$ cat src/rtl/router_fifo_pkg.sv
// router_fifo_pkg: shared router widths, header field slices and packet-length helper
package router_fifo_pkg;
    localparam int WIDTH = 8;
    localparam int DEPTH = 16;
    localparam int AW = $clog2(DEPTH);
    localparam int CW = AW + 3;
    localparam int LEN_HI = 7;
    localparam int LEN_LO = 2;
    localparam int ADDR_HI = 1;
    localparam int ADDR_LO = 0;
    localparam int MAX_PAYLOAD = 63;
    function automatic logic [CW-1:0] pkt_len(input logic [WIDTH-1:0] hdr);
        return CW'(hdr[LEN_HI:LEN_LO]) + CW'(1);
    endfunction
endpackage

$ cat src/rtl/router_fifo_if.sv
// router_fifo_if: handshake and data bundle between synchronizer/client and one output buffer
interface router_fifo_if;
    import router_fifo_pkg::*;
    logic             soft_reset;
    logic             wr_en;
    logic             rd_en;
    logic             lfd_state;
    logic [WIDTH-1:0] din;
    logic [WIDTH-1:0] dout;
    logic             full;
    logic             empty;
    logic             pkt_busy;
    modport master (output soft_reset, wr_en, rd_en, lfd_state, din, input dout, full, empty, pkt_busy);
    modport slave (input soft_reset, wr_en, rd_en, lfd_state, din, output dout, full, empty, pkt_busy);
endinterface

$ cat src/rtl/router_fifo.sv
// router_fifo: one output-channel packet buffer with header markers and drain counter
module router_fifo
    import router_fifo_pkg::*;
(
    input logic          clk,
    input logic          rst,
    router_fifo_if.slave bus
);
    logic [WIDTH:0]   mem_q [DEPTH];
    logic [AW:0]      wr_ptr_q, wr_ptr_d, rd_ptr_q, rd_ptr_d;
    logic [CW-1:0]    cnt_q, cnt_d;
    logic [WIDTH-1:0] dout_q, dout_d;
    logic [WIDTH:0]   rd_entry;
    logic             full, empty, do_wr, do_rd;

    assign empty    = wr_ptr_q == rd_ptr_q;
    assign full     = (wr_ptr_q[AW-1:0] == rd_ptr_q[AW-1:0]) && (wr_ptr_q[AW] != rd_ptr_q[AW]);
    assign do_wr    = bus.wr_en && !full;
    assign do_rd    = bus.rd_en && !empty;
    assign rd_entry = mem_q[rd_ptr_q[AW-1:0]];

    // next-state for pointers, read data and the remaining-bytes counter
    always_comb begin
        wr_ptr_d = do_wr ? wr_ptr_q + 1'b1 : wr_ptr_q;
        rd_ptr_d = do_rd ? rd_ptr_q + 1'b1 : rd_ptr_q;
        dout_d   = do_rd ? rd_entry[WIDTH-1:0] : dout_q;
        cnt_d    = !do_rd ? cnt_q :
                   rd_entry[WIDTH] ? pkt_len(rd_entry[WIDTH-1:0]) :
                   (cnt_q != '0) ? cnt_q - 1'b1 : cnt_q;
    end

    // state registers; hard and soft reset both flush and discard same-cycle traffic
    always_ff @(posedge clk) begin
        if (rst || bus.soft_reset) begin
            wr_ptr_q <= '0;
            rd_ptr_q <= '0;
            cnt_q    <= '0;
            dout_q   <= '0;
        end else begin
            wr_ptr_q <= wr_ptr_d;
            rd_ptr_q <= rd_ptr_d;
            cnt_q    <= cnt_d;
            dout_q   <= dout_d;
        end
    end

    // register file; stale contents are harmless because the pointers define validity
    always_ff @(posedge clk) begin
        if (do_wr) mem_q[wr_ptr_q[AW-1:0]] <= {bus.lfd_state, bus.din};
    end

    assign bus.dout     = dout_q;
    assign bus.full     = full;
    assign bus.empty    = empty;
    assign bus.pkt_busy = cnt_q != '0;
endmodule

$ cat src/flat_wrapper.sv
// flat-port wrapper written by rule: the top's interface ports become plain ports
module router_fifo_flat import router_fifo_pkg::*;
  (clk, rst, bus_soft_reset, bus_wr_en, bus_rd_en, bus_lfd_state, bus_din, bus_dout, bus_full, bus_empty, bus_pkt_busy);
  router_fifo_if bus_i ();
  input logic clk;
  input logic rst;
  input wire logic [$bits(bus_i.soft_reset)-1:0] bus_soft_reset;
  input wire logic [$bits(bus_i.wr_en)-1:0] bus_wr_en;
  input wire logic [$bits(bus_i.rd_en)-1:0] bus_rd_en;
  input wire logic [$bits(bus_i.lfd_state)-1:0] bus_lfd_state;
  input wire logic [$bits(bus_i.din)-1:0] bus_din;
  output wire logic [$bits(bus_i.dout)-1:0] bus_dout;
  output wire logic [$bits(bus_i.full)-1:0] bus_full;
  output wire logic [$bits(bus_i.empty)-1:0] bus_empty;
  output wire logic [$bits(bus_i.pkt_busy)-1:0] bus_pkt_busy;
  assign bus_i.soft_reset = bus_soft_reset;
  assign bus_i.wr_en = bus_wr_en;
  assign bus_i.rd_en = bus_rd_en;
  assign bus_i.lfd_state = bus_lfd_state;
  assign bus_i.din = bus_din;
  assign bus_dout = bus_i.dout;
  assign bus_full = bus_i.full;
  assign bus_empty = bus_i.empty;
  assign bus_pkt_busy = bus_i.pkt_busy;
  router_fifo u_core (.clk(clk), .rst(rst), .bus(bus_i));
endmodule
$ cat config.mk
export PLATFORM = sky130hd
export DESIGN_NAME = router_fifo_flat
export DESIGN_NICKNAME = d
export VERILOG_FILES = /design/src/rtl/router_fifo_pkg.sv /design/src/rtl/router_fifo_if.sv /design/src/rtl/router_fifo.sv /design/src/flat_wrapper.sv
export SDC_FILE = /design/constraint.sdc
export NUM_CORES = 1
export LEC_CHECK = 0
export BUFFER_PORTS_ARGS = -buffer_cell sky130_fd_sc_hd__buf_2
export CAP_MARGIN = 20
export CORE_ASPECT_RATIO = 0.7
export CORE_MARGIN = 1.5
export CORE_UTILIZATION = 28
export DETAILED_ROUTE_END_ITERATION = 12
export SLEW_MARGIN = 10
export SYNTH_ARGS = -nofsm -noshare
export SYNTH_HDL_FRONTEND = slang
export SYNTH_SLANG_ARGS = --single-unit
$ cat constraint.sdc
create_clock -name clk -period 4.55 [get_ports clk]
set_clock_uncertainty 0.2 [all_clocks]
set_input_delay 1.365 -clock clk [delete_from_list [all_inputs] [get_ports clk]]
set_output_delay 1.365 -clock clk [all_outputs]
set_load 0.05 [all_outputs]
* Word level (Yosys, flattened, before mapping)
Memories as Yosys holds them, arrays and structs flattened. A register that Yosys moved wholly into a read port is not among the register bits. Cells that the tools add are included.
Operators by class: multiplexer cells 6, equal/unequal tests 3, reduce and logical (&&, ||, !) cells 9, add/subtract/negate cells 4
Operators by type and width (number):
- two-way mux 7 bit | 2
- adder 5 x 1 -> 5 bit, second input constant | 2
- two-way mux 4 bit | 2
- adder 6 x 1 -> 7 bit, second input constant | 1
- nonzero test 7 bit | 1
- subtractor 7 x 1 -> 7 bit, second input constant | 1
- equality test 5 bit | 1
- equality test 4 bit | 1
- logical AND 1 bit | 3
- zero test 1 bit | 2
- two-way mux 1 bit | 2
- AND reduction 2 bit | 1
- nonzero test 2 bit | 1
- logical OR 1 bit | 1
- != test 1 bit | 1
Word-level totals: output and inout port bits 11, bits in registers 25, bits in writable memories 144, memories kept 1, word-level logic and storage cells 27, bits of input ports 14
Memory list:
- u_core.mem_q | words 16, bits a word 9, read ports 1, clocked after Yosys merged registers in 1, write ports 1, RTL line router_fifo.sv:9 | logic [WIDTH:0] mem_q [DEPTH];

* Depth between registers and ports, before layout
Gate-level depths: netlist of the first run.
depth in word-level cells 6, mapped depth 10, gate-level depth less buffers 7

* Least setup slack after synthesis of the first run
OpenSTA, ideal clock, no wires.
path kind input-to-reg, from input bus_wr_en, to memory u_core.mem_q[3][0] (netlist name), enable pin, stages 4, arrival 2570 ps, slack 1394 ps, buffers on the path 1, library setup time 387 ps, required time 3963 ps, cell sequence o21a_1 -> clkbuf_1 -> nand2_1 -> nor3_1
Between the ends: word-level cells in the longest chain between the ends 3
Ends and longest elaborated chain:
- start: declaration | RTL line flat_wrapper.sv:8 | input wire logic [$bits(bus_i.wr_en)-1:0] bus_wr_en;
- logical AND 1 bit | RTL line router_fifo.sv:18 | assign do_wr = bus.wr_en && !full;
- two-way mux 1 bit | RTL line router_fifo.sv:49 | if (do_wr) mem_q[wr_ptr_q[AW-1:0]] <= {bus.lfd_state, bus.din};
- two-way mux 1 bit (not written as such) | RTL line router_fifo.sv:49
- end: declaration | RTL line router_fifo.sv:9
No other way between the ends.

* Worst setup path in the final report of the first run
from register u_core.cnt_q[2], to output bus_pkt_busy
Between the ends: word-level cells in the longest chain between the ends 1
Ends and longest elaborated chain:
- start: declaration | RTL line router_fifo.sv:11 | logic [CW-1:0] cnt_q, cnt_d;
- start signal: assignment | RTL line router_fifo.sv:42 | cnt_q <= cnt_d;
- nonzero test 7 bit | RTL line router_fifo.sv:55 | assign bus.pkt_busy = cnt_q != '0;
- end: declaration | RTL line flat_wrapper.sv:15 | output wire logic [$bits(bus_i.pkt_busy)-1:0] bus_pkt_busy;
No other way between the ends.

==> results of run 1 <==
## flip-flops by register name, summed over array words and instances (netlist names), named ones only
name	flops
u_core.bus.dout	8
u_core.cnt_q	7
u_core.mem_q	144
u_core.rd_ptr_q	5
u_core.wr_ptr_q	5
## final timing paths
path | from | to | depth (start not counted)
max | u_core.cnt_q[2]$_SDFFE_PP0P_ | bus_pkt_busy | 3
min | u_core.bus.dout[5]$_SDFFE_PP0P_ | u_core.bus.dout[5]$_SDFFE_PP0P_ | 2
min reg2reg | u_core.bus.dout[5]$_SDFFE_PP0P_ | u_core.bus.dout[5]$_SDFFE_PP0P_ | 2
max reg2reg | flop | u_core.cnt_q[2]$_SDFFE_PP0P_ | 8
## power breakdown
| group | internal (mW) | switching [mW] | leakage, nW |
|---|---|---|---|
| sequential | 1.72 | 0.00652 | 1.54 |
| clock | 0.775 | 0.664 | 0.275 |
| combinational | 0.0425 | 0.0876 | 0.754 |
| total | 2.54 | 0.758 | 2.56 |
## worst max-delay path: cells and delay by family, from the launching register on
kind / cells / cell delay [ns]
buffers and inverters: 1 / 0.32
DFF: 1 / 0.35
and+or+nand+nor: 2 / 0.92
## cells by family (layout without fill, tap and decap cells)
kind of cell,after synthesis,in the layout
AND/OR/NAND/NOR,94,94
XOR/XNOR,17,17
multiplexers,39,39
adder cells (fa/ha/maj),8,8
AO/OA/AOI/OAI,51,51
flip-flops,173,173
buffers and inverters,25,70
## routing by layer
layer	part of all wire	global-route usage	vias to the layer above	wire [um]
li1	-	-	1683	-
met5	0	0	-	0
met2	0.46	0.1848	103	7092
met4	0.0065	0.02842	0	100
met3	0.045	0.02891	10	689
met1	0.49	0.1780	1943	7505
## metrics by stage
step / total power [mW] / util / std cells / hold WS (ns) / cell area, um^2
global placement: 1.892 / 0.3037 / 745 / 0.2463 / 7496
finish: 3.298 / 0.3270 / 777 / 0.2550 / 8073
detailed placement: 1.896 / 0.3037 / 745 / 0.2472 / 7496
global route: 3.384 / 0.3270 / 777 / 0.2750 / 8073
CTS: 3.315 / 0.3270 / 777 / 0.2582 / 8073
floorplan: 1.845 / - / 407 / 0.2927 / 7059
## cell type report
cell class	instances	area, um^2
repair buffers	33	187.7
flip-flops and latches	173	4906
inverters	5	18.77
clock buffers	17	425.4
clock inverters	15	151.4
fillers	2326	16610
well taps	325	406.6
multi-input cells	209	1977
## layout by cell type, fill, tap and decap left out, drive strengths merged, types with 2 or more instances in the layout
| cell type | count |
|---|---|
| nor2b | 2 |
| xnor2 | 7 |
| nand3 | 5 |
| nand4 | 5 |
| ha | 8 |
| clkinv | 2 |
| edfxtp | 144 |
| and3 | 2 |
| xor2 | 10 |
| a221oi | 2 |
| nand2b | 3 |
| o21a | 3 |
| o21ai | 7 |
| clkinvlp | 3 |
| buf | 33 |
| nor2 | 30 |
| a22oi | 14 |
| clkbuf | 17 |
| or3 | 3 |
| dfxtp | 29 |
| mux4 | 39 |
| nand2 | 34 |
| inv | 14 |
| a21oi | 17 |
| and2 | 2 |
| nor3 | 5 |
==> metrics list, run 1 <==
- The flow ran to the end, and the final reports show no timing, DRC or antenna violations.
* CTS resizes: 0
- The via count of the first global-routing pass came to 3756.
- Summed over all failing endpoints, the final setup total negative slack is 0 ns.
- Clock transition at the registers of the reported paths: 0.08 ns
- Worst Setup Slack post-DPL: 1.210 ns
- Power spread over the standard cell area amounts to 408.6 nW/um^2.
- # DRC: 0
- DR vias: 3739
- RSZ-0062 raised after global routing: false
- Endpoint kind of the worst setup timing path: output pin
- The net count of the finished layout is 461.
* Critical path data arrival time: 2.00 ns
* Ant. Diodes: 0
- The first global-routing pass estimated 22.95 mm of wire.
- In this design, the stage delay of the slowest critical-path cell is 0.56 ns.
* H-tree Lvls: 4
* Largest fanout on the critical path: 7
* Hold Vio Cnt, Final: 0
- In this run the tool buffered the top-level ports with 24 buffer cells.
* Worst slew slack as a fraction of its limit: 0.3171
- Arithmetic-cell share of the synthesized area counting full adders, half adders and majority gates: 0.01418
- After the first detailed-routing iteration, the DRC count stood at 277.
* Share of synthesized cell area in and, or, nand and nor gates: 0.06097
* WL per Instance: 19.80 um
- Die extent in y: 135.8 um
- Data on the critical path is required at its endpoint by 2.98 ns.
* Share of synthesized registers carrying an async set or reset: 0
- Setup slack on the worst reg-to-reg path comes out at 1.41 ns.
- Xor and xnor fraction of the mapped netlist area: 0.02109
* Die Footprint: 26190 um^2
- Cell with the largest stage delay on the worst path: sky130_fd_sc_hd__nor4_1
* Clock root cell: sky130_fd_sc_hd__clkbuf_16
- Combined area of all synthesized cells: 7059 um^2
- Insertion delay to the later sink of the worst-skew pair: 0.43 ns
- For this run, the leading register cell type out of synthesis is sky130_fd_sc_hd__edfxtp_1.
- Of the available clock period, the critical path in the final layout requires 0.7844.
- The initialized floorplan defines 48 standard-cell rows.
- Type of element launching the critical path: flop
* TritonCTS clock tree: yes
* Chip width: 192.8 um
- Dominant combinational cell family by area after synthesis: multiplexers
* Ratio of routed vias to standard cells: 4.812
* Initial antenna violation count: 0
* Final Max Tran Viols: 0
- Leading cell type by number of instances after synthesis: sky130_fd_sc_hd__edfxtp_1
* Main area contributors after synthesis: sky130_fd_sc_hd__edfxtp_1, sky130_fd_sc_hd__dfxtp_1, sky130_fd_sc_hd__mux4_1, sky130_fd_sc_hd__mux4_2, sky130_fd_sc_hd__nand2_1
* Top-level I/O count: 25
- The tree built by TritonCTS fans out to 173 sinks.
* Final number of setup-violating endpoints: 0
* Post-Synthesis Net Count: 429
- Across the VDD grid, the largest voltage drop is 293.4 uV.
- Area Overhead vs Synth: 14.36%
- For this run, the detailed router's first-pass iteration total came to 4.
* Compound-cell area share of the yosys netlist: 0.04874
* Number of instances in the synthesized netlist: 407
- Cell Chain, Critical Path: nor4_1, nand3_1, buf_2
* Cell type contributing the most total cell area after synthesis: sky130_fd_sc_hd__edfxtp_1
- Post-CTS timing repair inserted 0 buffers for setup.
* Number of hold buffers added after CTS: 0
* Core box area: 24680 um^2
* Fraction of synthesized area in multiplexers: 0.1351
* Synthesized flop and latch total: 173
* Count of antenna-violating nets left after detailed routing: 0
- Weighted congestion reported at the end of routability-driven placement: 0.7931
- For the pin with the worst max-slew slack, the measured transition is 1.021 ns.
* Largest net degree at the start of global routing: 28
- Mean Syn Cell Area: 17.34 um^2
- Static Leak: 2.564 nW
* Placed wire-length estimate after detailed placement: 10.37 mm
- The netlist uses 45 different library cells.
- Area share of the leading cell type in the synthesized netlist: 0.6125
* Max-cap violations: 0
- Starting Density: 0.2860
* Final Routed Wirelength: 15.39 mm
* Most frequent cells after synthesis: sky130_fd_sc_hd__edfxtp_1, sky130_fd_sc_hd__nand2_1, sky130_fd_sc_hd__nor2_1, sky130_fd_sc_hd__dfxtp_1, sky130_fd_sc_hd__mux4_1
* F_max: 280.2 MHz
- Cts bufs inserted: 17
* Layout cell share with drive strength beyond 1: 0.2013
- For this run, the number of Yosys warnings is 0.
- Number of enable-type register cells in the synthesized netlist: 144
- The tightest min-delay check is of the reg -> reg type.
- Portion of the post-synthesis area used by sequential elements: 0.6948
- Remaining global-route overflow: 0
- Setup slack closes at 0.9808 ns.
* Tmin final: 3.569 ns
* Total routing resource utilization after global routing: 0.1224
- Class of the most critical setup path: reg -> out
* CTS Buffer Depth: 2
Note: power is estimated with default switching activity, not from simulation.
==> inputs of run 2 (changes only) <==
Clock period 4.55 ns to 2.91 ns, I/O delays scaled along.
==> metrics list, run 2 (synthesis results as in run 1) <==
- DR vias: 3816 (+2.1%)
* Worst vdd rail ir drop: 353.5 uV (+20%)
- The combinational power share is 0.040 (about the same).
* Total routing resource utilization after global routing: 0.1252 (+0.002726)
- Sinks on Clock Net: 173 (unchanged)
- The width of the chip is 192.8 um (unchanged).
* Final number of setup-violating endpoints: 0 (unchanged)
- The placed wire-length estimate was 10.07 mm (-2.8%).
* Layout cell share with drive strength beyond 1: 0.2442 (+0.04283)
* Final #Nets: 480 (+4.1%)
* Endpoint kind of the worst setup timing path: output pin
* Internal power: 4.064 mW (+60%)
* Min-Delay Path Class: reg -> reg
- Area Overhead vs Synth: 17.28%
- Remaining global-route overflow: 0 (unchanged)
- The DRC violation count after routing came to 0 (unchanged).
- The clock network fraction of total power came to 0.442 (+0.006).
- The final weighted congestion in routability-driven placement came to 0.8566 (+8.0%).
- First drt pass iteration count: 6 (+2)
* RSZ-0062 raised after global routing: false
- The final design area excluding fillers is 8279 um^2 (+2.6%).
- The number of endpoints with negative hold slack in the final report came to 0 (unchanged).
* Clock root cell: sky130_fd_sc_hd__clkbuf_16
* Type of element launching the critical path: flop
* Fraction of power consumed by sequential logic: 0.518 (-0.007)
- Top-level I/O count: 25 (unchanged)
- The clock edge transition at the registers on the reported setup and hold paths is 0.07 ns (about the same).
* Critical path data arrival time: 1.69 ns (-0.31 ns)
* Core box area: 24680 um^2 (unchanged)
- The starting density of the core was 0.2860 (unchanged).
* Most common cell after layout, fill and taps aside: sky130_fd_sc_hd__edfxtp_1
* Die extent in y: 135.8 um (unchanged)
- Die Footprint: 26190 um^2 (unchanged)
- The via count of the first global-routing pass came to 3781 (+0.67%).
- Count of antenna-violating nets left after detailed routing: 0 (unchanged)
- The biggest fanout along the worst timing path was 6 (-1).
* Share of the clock period used by the worst path: 0.9502
- The maximum number of pins on one net before global-route repair came to 30 (+7.1%).
- In the layout the commonest cells are sky130_fd_sc_hd__edfxtp_1, sky130_fd_sc_hd__nand2_1, sky130_fd_sc_hd__nor2_1.
- Global-route wire length before repair: 23.55 mm (+2.6%)
- Cell area after placement: 7656 um^2 (+2.1%)
- Max-cap violations: 0 (unchanged)
* Insertion delay to the later sink of the worst-skew pair: 0.42 ns (about the same)
* Worst slew slack as a fraction of its limit: 0.4701 (+0.1531)
- Tmin final: 2.765 ns
- The antenna diode instance count came to 0 (unchanged).
* Class of the most critical setup path: reg -> out
- Cts bufs inserted: 17 (unchanged)
- The number of filler cells placed in the layout is 2320 (-0.26%).
- Ratio of routed vias to standard cells: 4.794 (-0.38%)
* Iteration-0 DRC Markers: 430 (+55%)
- Critical Path RT: 1.84 ns (-1.14 ns)
- Setup TNS: 0 ns (unchanged)
* Number of hold buffers added after CTS: 0 (unchanged)
* Net switching power of the design: 1.158 mW (+53%)
* Final Routed Wirelength: 15.60 mm (+1.4%)
- The buffer depth of the longest clock path is 2 (unchanged).
- TritonCTS built the clock tree.
- Buffers added on ports: 24 (unchanged)
* F_max: 361.6 MHz
* Final Max Tran Viols: 0 (unchanged)
- Result of the run: complete, no violations
- Flip-flop count of the largest register after layout: 144 (unchanged)
* PD cells: 630.7 nW/um^2 (+54%)
* Slew at the pin with the worst max-slew slack: 0.7919 ns (-0.2288 ns)
- The leakage component of the power was 2.685 nW (+4.7%).
- The level count of the clock H-tree was 4 (unchanged).
- The switching share of power came to 0.2218 (-0.007875).
- The initial antenna violation count is 0 (unchanged).
- The routed length per placed instance came to 19.59 um (-1.1%).
- Standard-cell rows: 48 (unchanged)
-- run 2: cell type report --
type                    count  area (um^2)  area share
clock inverters            15        180.2     0.02176
repair buffers             52        355.3     0.04292
flip-flops and latches    173         4908      0.5929
well taps                 325        406.6     0.04912
clock buffers              17        425.4     0.05138
multi-input cells         209         1984      0.2397
inverters                   5        18.77    0.002267
-- run 2: power by group through the flow --
stage                     Combinational [mW]  Clock (mW)  Sequential (mW)
after floorplan                        0.123           0             2.76
after global placement                 0.198           0             2.76
after detailed placement               0.204           0             2.76
after CTS                              0.208        2.35             2.70
after global routing                   0.228        2.44             2.70
final                                  0.208        2.31             2.70
-- run 2: worst max-delay path, stage by stage (launching register included) --
cell,delay [ns]
sky130_fd_sc_hd__dfxtp_1,0.38
sky130_fd_sc_hd__nor4_2,0.43
sky130_fd_sc_hd__nand3_1,0.20
sky130_fd_sc_hd__buf_2,0.26
-- run 2: path summary, 6_finish.rpt --
kind	startpoint	end	slack [ns]	cells past startpoint
worst max-delay path	u_core.cnt_q[2]$_SDFFE_PP0P_	bus_pkt_busy	0.14	3
worst min-delay path	u_core.bus.dout[1]$_SDFFE_PP0P_	u_core.bus.dout[1]$_SDFFE_PP0P_	0.26	2
worst max register to register	flop	u_core.cnt_q[5]$_SDFFE_PP0P_	0.17	7
worst min register to register	u_core.bus.dout[1]$_SDFFE_PP0P_	u_core.bus.dout[1]$_SDFFE_PP0P_	0.26	2
-- run 2: routing by layer --
| layer | track usage | wire (um) | vias up |
|---|---|---|---|
| met5 | 0 | 0 | - |
| met4 | 0.02455 | 103 | 0 |
| met3 | 0.02994 | 1060 | 10 |
| met2 | 0.1916 | 7296 | 125 |
| met1 | 0.1812 | 7137 | 1964 |
| li1 | - | - | 1717 |
-- run 2: what timing repair did --
| action | in CTS | in global routing |
|---|---|---|
| setup buffers | 1 | 0 |
| resized for setup | 0 | 4 |
| pin swaps | 1 | 0 |
| setup endpoints to repair | 1 | 5 |
-- run 2: metrics by stage --
step | worst slack [ns] | cells | hold WS [ns] | util | total power [mW]
2_1_floorplan | 0.2457 | 407 | 0.2927 | - | 2.885
3_3_place_gp | 0.2276 | 763 | 0.2491 | 0.3102 | 2.955
3_5_place_dp | 0.1690 | 763 | 0.2514 | 0.3102 | 2.963
4_1_cts | 0.06319 | 796 | 0.2611 | 0.3350 | 5.258
5_1_grt | 0.01724 | 796 | 0.2806 | 0.3354 | 5.376
6_report | 0.1448 | 796 | 0.2561 | 0.3354 | 5.222
